===== src/rtl/fifo_wr_arbiter.sv =====
// Round-robin arbiter that lets N_REQ requesters write bursts into one downstream FIFO.
// A grant lasts until MAX_BURST words have moved or the owner drops valid; FIFO fullness stalls it.
module fifo_wr_arbiter #(
    parameter int unsigned N_REQ     = 4,
    parameter int unsigned DWIDTH    = 32,
    parameter int unsigned AWIDTH    = 4,
    parameter int unsigned MAX_BURST = 4,
    localparam int unsigned IdW      = (N_REQ > 1) ? $clog2(N_REQ) : 1
) (
    input  logic                    clk_i,
    input  logic                    arst_n_i,
    input  logic [N_REQ*DWIDTH-1:0] req_data_i,
    input  logic [N_REQ-1:0]        req_valid_i,
    output logic [N_REQ-1:0]        req_ready_o,
    output logic [DWIDTH-1:0]       fifo_data_o,
    output logic                    fifo_wrreq_o,
    input  logic [AWIDTH:0]         fifo_usedw_i,
    output logic [N_REQ-1:0]        grant_o,
    output logic [IdW-1:0]          grant_id_o,
    output logic                    busy_o
);

    localparam int unsigned BW = $clog2(MAX_BURST + 1);
    localparam logic [AWIDTH+1:0] FifoDepth = {2'b01, {AWIDTH{1'b0}}};

    typedef enum logic {StIdle, StGrant} state_e;

    state_e            state_q, state_d;
    logic [IdW-1:0]    ptr_q, ptr_d;
    logic [IdW-1:0]    owner_q, owner_d;
    logic [BW-1:0]     burst_q, burst_d;
    logic              wrreq_q, wrreq_d;
    logic [DWIDTH-1:0] data_q, data_d;

    logic [AWIDTH+1:0]  fill;
    logic               space_ok;
    logic               busy;
    logic               owner_valid;
    logic [DWIDTH-1:0]  owner_word;
    logic [2*N_REQ-1:0] rot;
    int unsigned        off;
    int unsigned        sel;
    int unsigned        sel_nxt;

    // The write registered last cycle is not yet visible in usedw, so count it here.
    assign fill     = {1'b0, fifo_usedw_i} + {{(AWIDTH+1){1'b0}}, wrreq_q};
    assign space_ok = fill < FifoDepth;
    assign busy     = (state_q == StGrant);

    always_comb begin
        owner_valid = 1'b0;
        owner_word  = '0;
        for (int i = 0; i < N_REQ; i++) begin
            if (owner_q == IdW'(i)) begin
                owner_valid = req_valid_i[i];
                owner_word  = req_data_i[i*DWIDTH +: DWIDTH];
            end
        end
    end

    // Rotate so that bit 0 is the requester at ptr; the lowest set bit wins.
    always_comb begin
        rot     = {req_valid_i, req_valid_i} >> ptr_q;
        off     = 0;
        for (int k = N_REQ - 1; k >= 0; k--) begin
            if (rot[k]) begin
                off = k;
            end
        end
        sel = 32'(ptr_q) + off;
        if (sel >= N_REQ) begin
            sel = sel - N_REQ;
        end
        sel_nxt = sel + 1;
        if (sel_nxt >= N_REQ) begin
            sel_nxt = 0;
        end
    end

    always_comb begin
        state_d = state_q;
        ptr_d   = ptr_q;
        owner_d = owner_q;
        burst_d = burst_q;
        wrreq_d = 1'b0;
        data_d  = data_q;
        unique case (state_q)
            StIdle: begin
                if (|req_valid_i) begin
                    state_d = StGrant;
                    owner_d = IdW'(sel);
                    ptr_d   = IdW'(sel_nxt);
                    burst_d = '0;
                end
            end
            StGrant: begin
                if (!owner_valid) begin
                    state_d = StIdle;
                end else if (space_ok) begin
                    wrreq_d = 1'b1;
                    data_d  = owner_word;
                    burst_d = burst_q + BW'(1);
                    if (burst_q == BW'(MAX_BURST - 1)) begin
                        state_d = StIdle;
                    end
                end
            end
        endcase
    end

    always_ff @(posedge clk_i or negedge arst_n_i) begin
        if (!arst_n_i) begin
            state_q <= StIdle;
            ptr_q   <= '0;
            owner_q <= '0;
            burst_q <= '0;
            wrreq_q <= 1'b0;
            data_q  <= '0;
        end else begin
            state_q <= state_d;
            ptr_q   <= ptr_d;
            owner_q <= owner_d;
            burst_q <= burst_d;
            wrreq_q <= wrreq_d;
            data_q  <= data_d;
        end
    end

    always_comb begin
        grant_o     = '0;
        req_ready_o = '0;
        for (int i = 0; i < N_REQ; i++) begin
            grant_o[i]     = busy && (owner_q == IdW'(i));
            req_ready_o[i] = busy && (owner_q == IdW'(i)) && space_ok;
        end
    end

    assign fifo_data_o  = data_q;
    assign fifo_wrreq_o = wrreq_q;
    assign grant_id_o   = owner_q;
    assign busy_o       = busy;

endmodule


===== config.mk =====
export PLATFORM = sky130hd
export DESIGN_NAME = fifo_wr_arbiter
export DESIGN_NICKNAME = d
export VERILOG_FILES = /design/src/rtl/fifo_wr_arbiter.sv
export SDC_FILE = /design/constraint.sdc
export NUM_CORES = 1
export LEC_CHECK = 0
export ABC_AREA = 1
export CELL_PAD_IN_SITES_DETAIL_PLACEMENT = 1
export CELL_PAD_IN_SITES_GLOBAL_PLACEMENT = 1
export CORE_MARGIN = 3
export CORE_UTILIZATION = 23
export DETAILED_ROUTE_END_ITERATION = 7
export GPL_TIMING_DRIVEN = 0
export PLACE_DENSITY = 0.91
export SLEW_MARGIN = 20
export SYNTH_ARGS = -nofsm -noshare
export SYNTH_HDL_FRONTEND = slang
export SYNTH_SLANG_ARGS = --single-unit

===== constraint.sdc =====
create_clock -name clk_i -period 2.3 [get_ports clk_i]
set_input_delay 0.345 -clock clk_i [delete_from_list [all_inputs] [get_ports clk_i]]
set_output_delay 0.345 -clock clk_i [all_outputs]
set_load 0.01 [all_outputs]

---- Word-level counts from Yosys, hierarchy flattened ----
Index checks and enable logic that the tools add are counted.
word-level totals
  word-level logic and storage cells ...... 62
  register bits ........................... 41
  output and inout port bits .............. 44
cells by class
  reductions and logical operators ........ 13
  bitwise gates (word level) .............. 1
  order comparisons ....................... 3
  shift-type cells ........................ 1
  muxes and demuxes ....................... 26
  eq/ne operators ......................... 7
  add/sub/neg operators ................... 5
operators with widths
  cell                                                                 count
  two-way mux 32 bit                                                   8
  greater-or-equal comparator 32 x 3 -> 1 bit (second input constant)  2
  adder 2 x 32 -> 32 bit                                               1
  adder 32 x 1 -> 32 bit (second input constant)                       1
  subtractor 32 x 3 -> 32 bit (second input constant)                  1
  two-way mux 1 bit                                                    11
  two-way mux 3 bit                                                    3
  logical AND 1 bit                                                    8
  >> shifter 8 x 2 -> 4 bit                                            1
  adder 5 x 1 -> 6 bit                                                 1
  less-than comparator 6 x 5 -> 1 bit (second input constant)          1
  one-hot mux 3 bit (2 select lines)                                   1
  AND reduction 3 bit                                                  2
  equality test 2 bit (second input constant)                          2
  two-way mux 2 bit                                                    2
  != test 2 x 1 -> 1 bit (second input constant)                       2
  OR reduction 4 bit                                                   1
  adder 3 x 1 -> 3 bit (second input constant)                         1
  equality test 3 x 2 -> 1 bit (second input constant)                 1
  equality test 2 x 1 -> 1 bit (second input constant)                 1
  zero test 2 bit                                                      1
  != test 2 bit (second input constant)                                1
  one-hot mux 1 bit (2 select lines)                                   1
  AND reduction 2 bit                                                  1
  NOT 1 bit                                                            1

---- Logic depth before layout (Yosys ltp) ----
Gate-level depths: netlist of run 1.
  depth after elaboration ................. 11
  gate-level depth with buffers ........... 15
  mapped depth without buffers ............ 15

---- Worst setup path after synthesis of run 1 ----
OpenSTA, ideal clock, no wires.
  path type ............................... register to register
  from .................................... reg ptr_q[0]
  to ...................................... reg ptr_q[1]
  arrival time ............................ 1.569 ns
  slack ................................... 0.618 ns
  stages on the path, launching flop included .. 14
  clock period less this slack ............ 1.682 ns
  setup time .............................. 0.113 ns
  buffers on the path ..................... 0
  path through ............................ dfrtp_1 inv_1 nand2_1 nand3_1 nand2_1 nand3_1 a21boi_0 ha_1 xor2_1 nand3_1 nand3_1 nand2_1 nand2_1 inv_1
between the ends
  cells in the longest elaborated chain, start to end .. 11
  elaborated cells between the ends (all ways) .. 12
ends and longest elaborated chain
  item                                                                                               RTL line  RTL
  from (decl)                                                                                        29        logic [IdW-1:0] ptr_q, ptr_d;
  from (signal assigned)                                                                             121       ptr_q <= ptr_d;
  >> shifter 8 x 2 -> 4 bit                                                                          63        rot = {req_valid_i, req_valid_i} >> ptr_q;
  two-way mux 2 bit                                                                                  66        if (rot[k]) begin
  two-way mux 32 bit (3 in series)                                                                   66
  adder 2 x 32 -> 32 bit (*)                                                                         70        sel = 32'(ptr_q) + off;
  subtractor 32 x 3 -> 32 bit / greater-or-equal comparator 32 x 3 -> 1 bit (equally long branches)  72, 71
  two-way mux 32 bit (*)                                                                             71        if (sel >= N_REQ) begin
  adder 32 x 1 -> 32 bit (*)                                                                         74        sel_nxt = sel + 1;
  greater-or-equal comparator 32 x 3 -> 1 bit                                                        75        if (sel_nxt >= N_REQ) begin
  two-way mux 2 bit (*)                                                                              75
Mark *: on every way between the ends. The rest lies on a longest branch, timed or not.
A chain may end at the register's enable or synchronous reset.

---- Final worst setup path of run 1 ----
  from .................................... in fifo_usedw_i[2]
  to ...................................... out req_ready_o[3]
between the ends
  cells in the longest elaborated chain, start to end .. 3
ends and longest elaborated chain
  item                                 RTL line  RTL
  from (decl)                          17        input logic [AWIDTH:0] fifo_usedw_i,
  adder 5 x 1 -> 6 bit                 46        assign fill = {1'b0, fifo_usedw_i} + {{(AWIDTH+1){1'b0}}, wrreq_q};
  less-than comparator 6 x 5 -> 1 bit  47        assign space_ok = fill < FifoDepth;
  logical AND 1 bit                    134       req_ready_o[i] = busy && (owner_q == IdW'(i)) && space_ok;
  to (decl)                            14        output logic [N_REQ-1:0] req_ready_o,
Every way passes these cells.

==> flow_metrics.py, run 1 <==
metrics = {
    "worst_setup_path": {
        "cp.arrival_ps": 1810,
        "reg2reg_depth": 13,
        "endpoint": "req_ready_o[3]",
        "path_class": "in -> out",
        "worst-path-max-fanout": 7,
        "crit_start": "fifo_usedw_i[2]",
        "cp-start-kind": "input port",
        "crit_path_end_kind": "output port",
        "r2r_slack_ps": 290,
        "r2r-start": "ptr_q[0]",
        "worstPathRequired_ps": 1960,
        "r2r_end": "ptr_q[1]",
    },
    "die": {
        "start_util_pct": 23.8,
        "core_sq_um": 10900,
        "die_x_um": 112,
        "num_io_pins": 183,
        "die_h_um": 112,
        "num_rows": 38,
        "dieArea_sq_um": 12700,
    },
    "clock_tree": {
        "insertion_delay_ps": 280,
        "clockRootBuffer": "clkbuf_16",
        "clk_path_buf_depth": 2,
        "cts_buffers": 5,
        "cts_tree": "built",
        "cts.hold.buffers_added": 0,
        "htree_levels": 2,
        "clock_sinks": 41,
        "clk_pin_slew_worst_paths_ps": 60,
    },
    "cells_and_area": {
        "nets": 706,
        "multi_input_area_sq_um": 1390,
        "drive_above_1_share_pct": 5.49,
        "fill_cells": 1336,
        "fin_area_sq_um": 4800,
        "num_antenna_cells": 0,
        "areaGrowthSynthToFinish_pct": 84.3,
        "register_area_sq_um": 1030,
    },
    "detailed_routing": {
        "via_per_inst": 4.91,
        "first_pass_iters": 4,
        "wirelength_um": 12200,
        "drc": 0,
        "ant_nets": 0,
        "vias": 3464,
        "wl_per_cell_um": 17.2,
        "drt-initial-drc-count": 175,
    },
    "placed_design": {
        "gp_congestion": 0.822,
        "place_area_sq_um": 4630,
        "dpl.hpwl_um": 9960,
        "io_buffers": 182,
    },
    "synthesis": {
        "synthSimpleGateAreaFrac_pct": 34.9,
        "netlist-cell-type-count": 27,
        "synth_nets": 516,
        "syn_avg_cell_area_sq_um": 6.97,
        "synth_seq_cells": 41,
        "muxShareOfSynthArea_pct": 0,
        "synth_compound_area_share_pct": 16.4,
        "syn_inst": 374,
        "synth_xor_area_share_pct": 0.336,
        "synth_top_family_by_area": "simple AND/OR/NAND/NOR gates",
        "syn_area_sq_um": 2610,
        "yosys_warnings": 0,
        "seq_area_frac_synth_pct": 39.3,
        "synthAdderAreaFrac_pct": 1.44,
    },
    "sta": {
        "slew_headroom_pct": 63.1,
        "skew_ps": 3.79,
        "final_max_slew_viol_count": 0,
        "final.min_clock_period_ps": 2150,
        "fmax_mhz": 464,
        "hold_violations": 0,
        "setup_viol": 0,
        "finalSetupTns_ps": 0,
        "tightest_slew_ps": 553,
        "rsz0062_at_grt": "no",
        "fin_crit_sh_pct": 93.7,
    },
    "run_status": {
        "outcome": "completed",
    },
    "power_and_ir_drop": {
        "p_leak_nw": 2.13,
        "max-vdd-ir-drop_mv": 0.402,
        "power_density_nw_per_um2": 1130,
    },
    "grt": {
        "grt_overflow": 0,
        "track_usage_pct": 18.7,
        "grt_start_max_net_pins": 23,
        "grt_pass1_wl_um": 19100,
        "grt_pass1_vias": 3751,
        "antenna_found_initial": 0,
    },
    "flow_run": {
        "cap_violations": 0,
    },
    "min_path": {
        "hold_class": "in -> async",
    },
}
==> final cells by class <==
cell class / count / share of cell area, %
plain buffers: 22 / 2.92
well taps: 140 / 3.65
inverters: 19 / 1.61
multi-input cells: 291 / 29.0
repair buffers: 184 / 38.5
clock inverters: 3 / 0.365
clock buffers: 5 / 2.60
flip-flops and latches: 41 / 21.4
==> per-layer routing <==
metal / vias up / GRT usage [%] / part of all wire, %
met2: 142 / 35.4 / 52
li1: 1643 / - / -
met1: 1658 / 21.0 / 39
met4: 0 / 4.01 / 1.8
met3: 21 / 4.64 / 6.8
met5: - / 0 / 0
==> worst min-delay path by stage <==
stage | from | end | cells past startpoint
floorplan | arst_n_i | burst_q[0] | 0
global placement | burst_q[2] | burst_q[2] | 2
detailed placement | arst_n_i | fifo_data_o[28] | 1
CTS | arst_n_i | fifo_data_o[28] | 1
global route | arst_n_i | fifo_data_o[28] | 1
finish | arst_n_i | fifo_data_o[28] | 1
==> critical path, stage by stage <==
cell	delay [ps]
clkdlybuf4s50_1	480
nand2_1	70
o21bai_2	340
nor3_1	80
clkdlybuf4s50_1	490
==> logic make-up after synthesis <==
logic type | Yosys count
AO/OA/AOI/OAI | 72
flip-flops | 41
AND/OR/NAND/NOR | 215
XOR/XNOR | 1
buffers and inverters | 42
adder cells (fa/ha/maj) | 3
==> timing repair <==
item,in CTS,in global routing
setup endpoints to repair,6,2
pin swaps,1,0
resized for setup,9,3
buffers inserted,1,0
endpoints found under the hold margin,0,0
==> cells in the final DEF, fill, tap and decap left out, types with 10 or more instances in the layout <==
| master | instances |
|---|---|
| clkdlybuf4s50_1 | 178 |
| a221oi_1 | 13 |
| nand2_1 | 133 |
| o21ai_1 | 12 |
| dfrtp_1 | 41 |
| nand3_1 | 65 |
| inv_1 | 15 |
| o21ai_0 | 23 |
| a21oi_1 | 20 |
| clkbuf_1 | 10 |
==> flip-flops by register name (all words and copies together) (netlist names) <==
signal / cells
fifo_data_o: 32
busy_o: 1
ptr_q: 2
grant_id_o: 2
fifo_wrreq_o: 1
burst_q: 3
==> stage by stage <==
stage | cells | total power, mW | setup WS (ps) | utilization, % | hold slack, ps
CTS | 705 | 5.50 | 20.6 | 43.8 | 54.9
finish | 705 | 5.44 | 145 | 43.9 | 40.3
global route | 705 | 5.94 | 48.8 | 43.9 | 73.2
detailed placement | 697 | 4.75 | -178 | 42.3 | 360
floorplan | 374 | 3.13 | 618 | - | 49.4
global placement | 696 | 4.60 | -205 | 42.1 | 455
==> where the power goes <==
part | total, mW | leakage, nW | internal (mW) | switching [mW]
Clock | 0.679 | 0.0696 | 0.398 | 0.282
Combinational | 3.50 | 1.54 | 1.54 | 1.96
Sequential | 1.26 | 0.520 | 1.04 | 0.224
==> cells in the mapped netlist (all sizes together) <==
master | instances | area, sq um
a21boi | 1 | 7.51
a21oi | 20 | 100
a221oi | 13 | 114
buf | 11 | 82.6
clkbuf | 12 | 45.0
clkinv | 1 | 3.75
dfrtp | 41 | 1030
ha | 3 | 37.5
inv | 18 | 67.6
nand2 | 134 | 505
nand3 | 65 | 325
nand3b | 1 | 7.51
nand4 | 1 | 6.26
nor2 | 8 | 32.5
nor3 | 4 | 20.0
o2111ai | 1 | 15.0
o21a | 1 | 7.51
o21ai | 35 | 175
o21bai | 1 | 7.51
or2 | 2 | 12.5
xor2 | 1 | 8.76
(Power assumes the default switching activity.)
==> run 2, diff against run 1 <==
- SETUP_SLACK_MARGIN: default -> 0.1
==> run 2 against run 1 <==
Compared with the run above: global-route usage unchanged; sequential power is essentially flat; critical path type is now reg -> out; total power is 0.39% higher; largest power group unchanged; die area did not move; via count shrank 0.17%; highest routed layer unchanged; hold slack about the same; final area grew 0.39%.
==> flow_metrics.py, run 2 (synthesis gave the netlist of run 1 again) <==
metrics = {
    "sta": {
        "finalSetupTns_ps": 0,
        "slew_headroom_pct": 62.6,
        "final_max_slew_viol_count": 0,
        "fmax_mhz": 472,
        "skew_ps": 4.47,
        "hold_violations": 0,
        "tightest_slew_ps": 561,
        "setup_slack_ps": 181,
        "final.min_clock_period_ps": 2120,
        "fin_crit_sh_pct": 92.1,
        "whs_ps": 40.0,
        "rsz0062_at_grt": "yes",
        "setup_viol": 0,
    },
    "power_and_ir_drop": {
        "power_density_nw_per_um2": 1130,
        "max-vdd-ir-drop_mv": 0.402,
        "p_leak_nw": 2.14,
    },
    "detailed_routing": {
        "vias": 3458,
        "dr_wl_met2_um": 6400,
        "drt-initial-drc-count": 179,
        "ant_nets": 0,
        "wl_met1_um": 4820,
        "via_per_inst": 4.90,
        "first_pass_iters": 4,
        "dr_wl_met3_um": 834,
        "highest_layer": "met4",
        "wirelength_um": 12200,
        "drc": 0,
        "wl_per_cell_um": 17.3,
    },
    "clock_tree": {
        "clock_sinks": 41,
        "clk_path_buf_depth": 2,
        "cts_buffers": 5,
        "clockRootBuffer": "clkbuf_16",
        "insertion_delay_ps": 280,
        "htree_levels": 2,
        "cts.hold.buffers_added": 0,
        "clk_pin_slew_worst_paths_ps": 60,
        "cts_tree": "built",
    },
    "grt": {
        "grt_pass1_wl_um": 19100,
        "grt_start_max_net_pins": 23,
        "track_usage_pct": 18.7,
        "grt_overflow": 0,
        "antenna_found_initial": 0,
        "grt_pass1_vias": 3751,
    },
    "cells_and_area": {
        "nets": 707,
        "drive_above_1_share_pct": 5.83,
        "num_antenna_cells": 0,
        "fin_area_sq_um": 4820,
        "layout_commonest_cell": "clkdlybuf4s50_1",
        "largest_reg_flops": 32,
        "final_util_pct": 44.1,
        "areaGrowthSynthToFinish_pct": 85.0,
        "mostFrequentLayoutCells": "177 x clkdlybuf4s50_1, 133 x nand2_1, 65 x nand3_1",
        "fill_cells": 1339,
    },
    "worst_setup_path": {
        "reg2reg_depth": 13,
        "worstPathRequired_ps": 1960,
        "r2r_slack_ps": 300,
        "r2r-start": "ptr_q[0]",
        "cp-start-kind": "flip-flop",
        "path_class": "reg -> out",
        "crit_start": "busy_o",
        "crit_path_end_kind": "output port",
        "worst-path-max-fanout": 9,
        "endpoint": "req_ready_o[3]",
        "r2r_end": "ptr_q[1]",
        "cp.arrival_ps": 1770,
    },
    "die": {
        "num_rows": 38,
        "dieArea_sq_um": 12700,
        "core_sq_um": 10900,
        "die_h_um": 112,
        "start_util_pct": 23.8,
        "die_x_um": 112,
        "num_io_pins": 183,
    },
    "placed_design": {
        "dpl.hpwl_um": 9960,
        "io_buffers": 182,
        "gp_congestion": 0.822,
        "place_area_sq_um": 4630,
        "pre_cts_slack_ps": -178,
    },
    "flow_run": {
        "cap_violations": 0,
    },
    "run_status": {
        "outcome": "completed",
    },
    "min_path": {
        "hold_class": "in -> async",
    },
}
-- run 2: worst min path at each step --
stage	end	slack [ps]	depth (start not counted)
floorplan	burst_q[0]	50	0
global route	fifo_data_o[28]	70	1
finish	fifo_data_o[28]	40	1
detailed placement	fifo_data_o[28]	360	1
CTS	fifo_data_o[28]	50	1
global placement	burst_q[2]	460	2
-- run 2: layout make-up --
class                           count  area (sq um)  area share, %
Tap cell                          140           175           3.63
Inverter                           19          77.6           1.61
Multi-Input combinational cell    291          1400           29.1
Clock inverter                      3          17.5          0.363
Clock buffer                        5           125           2.59
Timing Repair Buffer              185          1860           38.5
Buffer                             22           140           2.91
Sequential cell                    41          1030           21.3
-- run 2: where the power goes --
| group | switching [mW] | internal, mW | total, mW |
|---|---|---|---|
| registers | 0.223 | 1.04 | 1.26 |
| logic | 1.97 | 1.55 | 3.52 |
| clock network | 0.283 | 0.398 | 0.680 |
-- run 2: stage by stage --
step | total power, mW | std cells
6_report | 5.46 | 706
2_1_floorplan | 3.13 | 374
4_1_cts | 5.51 | 705
3_5_place_dp | 4.75 | 697
5_1_grt | 5.96 | 706
3_3_place_gp | 4.60 | 696
-- run 2: what timing repair did --
| action | in CTS | in global routing |
|---|---|---|
| gates resized for setup | 11 | 4 |
| setup endpoints to repair | 6 | 3 |
| pin swaps | 1 | 0 |
| buffers inserted | 1 | 1 |
| hold endpoints to repair | 0 | 0 |
-- run 2: critical path: stages, from the launching register on --
cell and delay, ps:
dfrtp_1 470, clkinvlp_4 250, nor3_2 220, clkdlybuf4s50_1 560
-- run 2: layer usage --
| metal | vias to the layer above | track usage, % |
|---|---|---|
| met5 | - | 0 |
| met4 | 0 | 4.01 |
| met3 | 17 | 4.64 |
| met2 | 135 | 35.4 |
| met1 | 1660 | 21.0 |
| li1 | 1646 | - |
==> run 3, diff against run 2 <==
- SLEW_MARGIN: 20 -> default
==> results of run 3 <==
No change in the layout: final DEF, timing and power equal those of run 2.
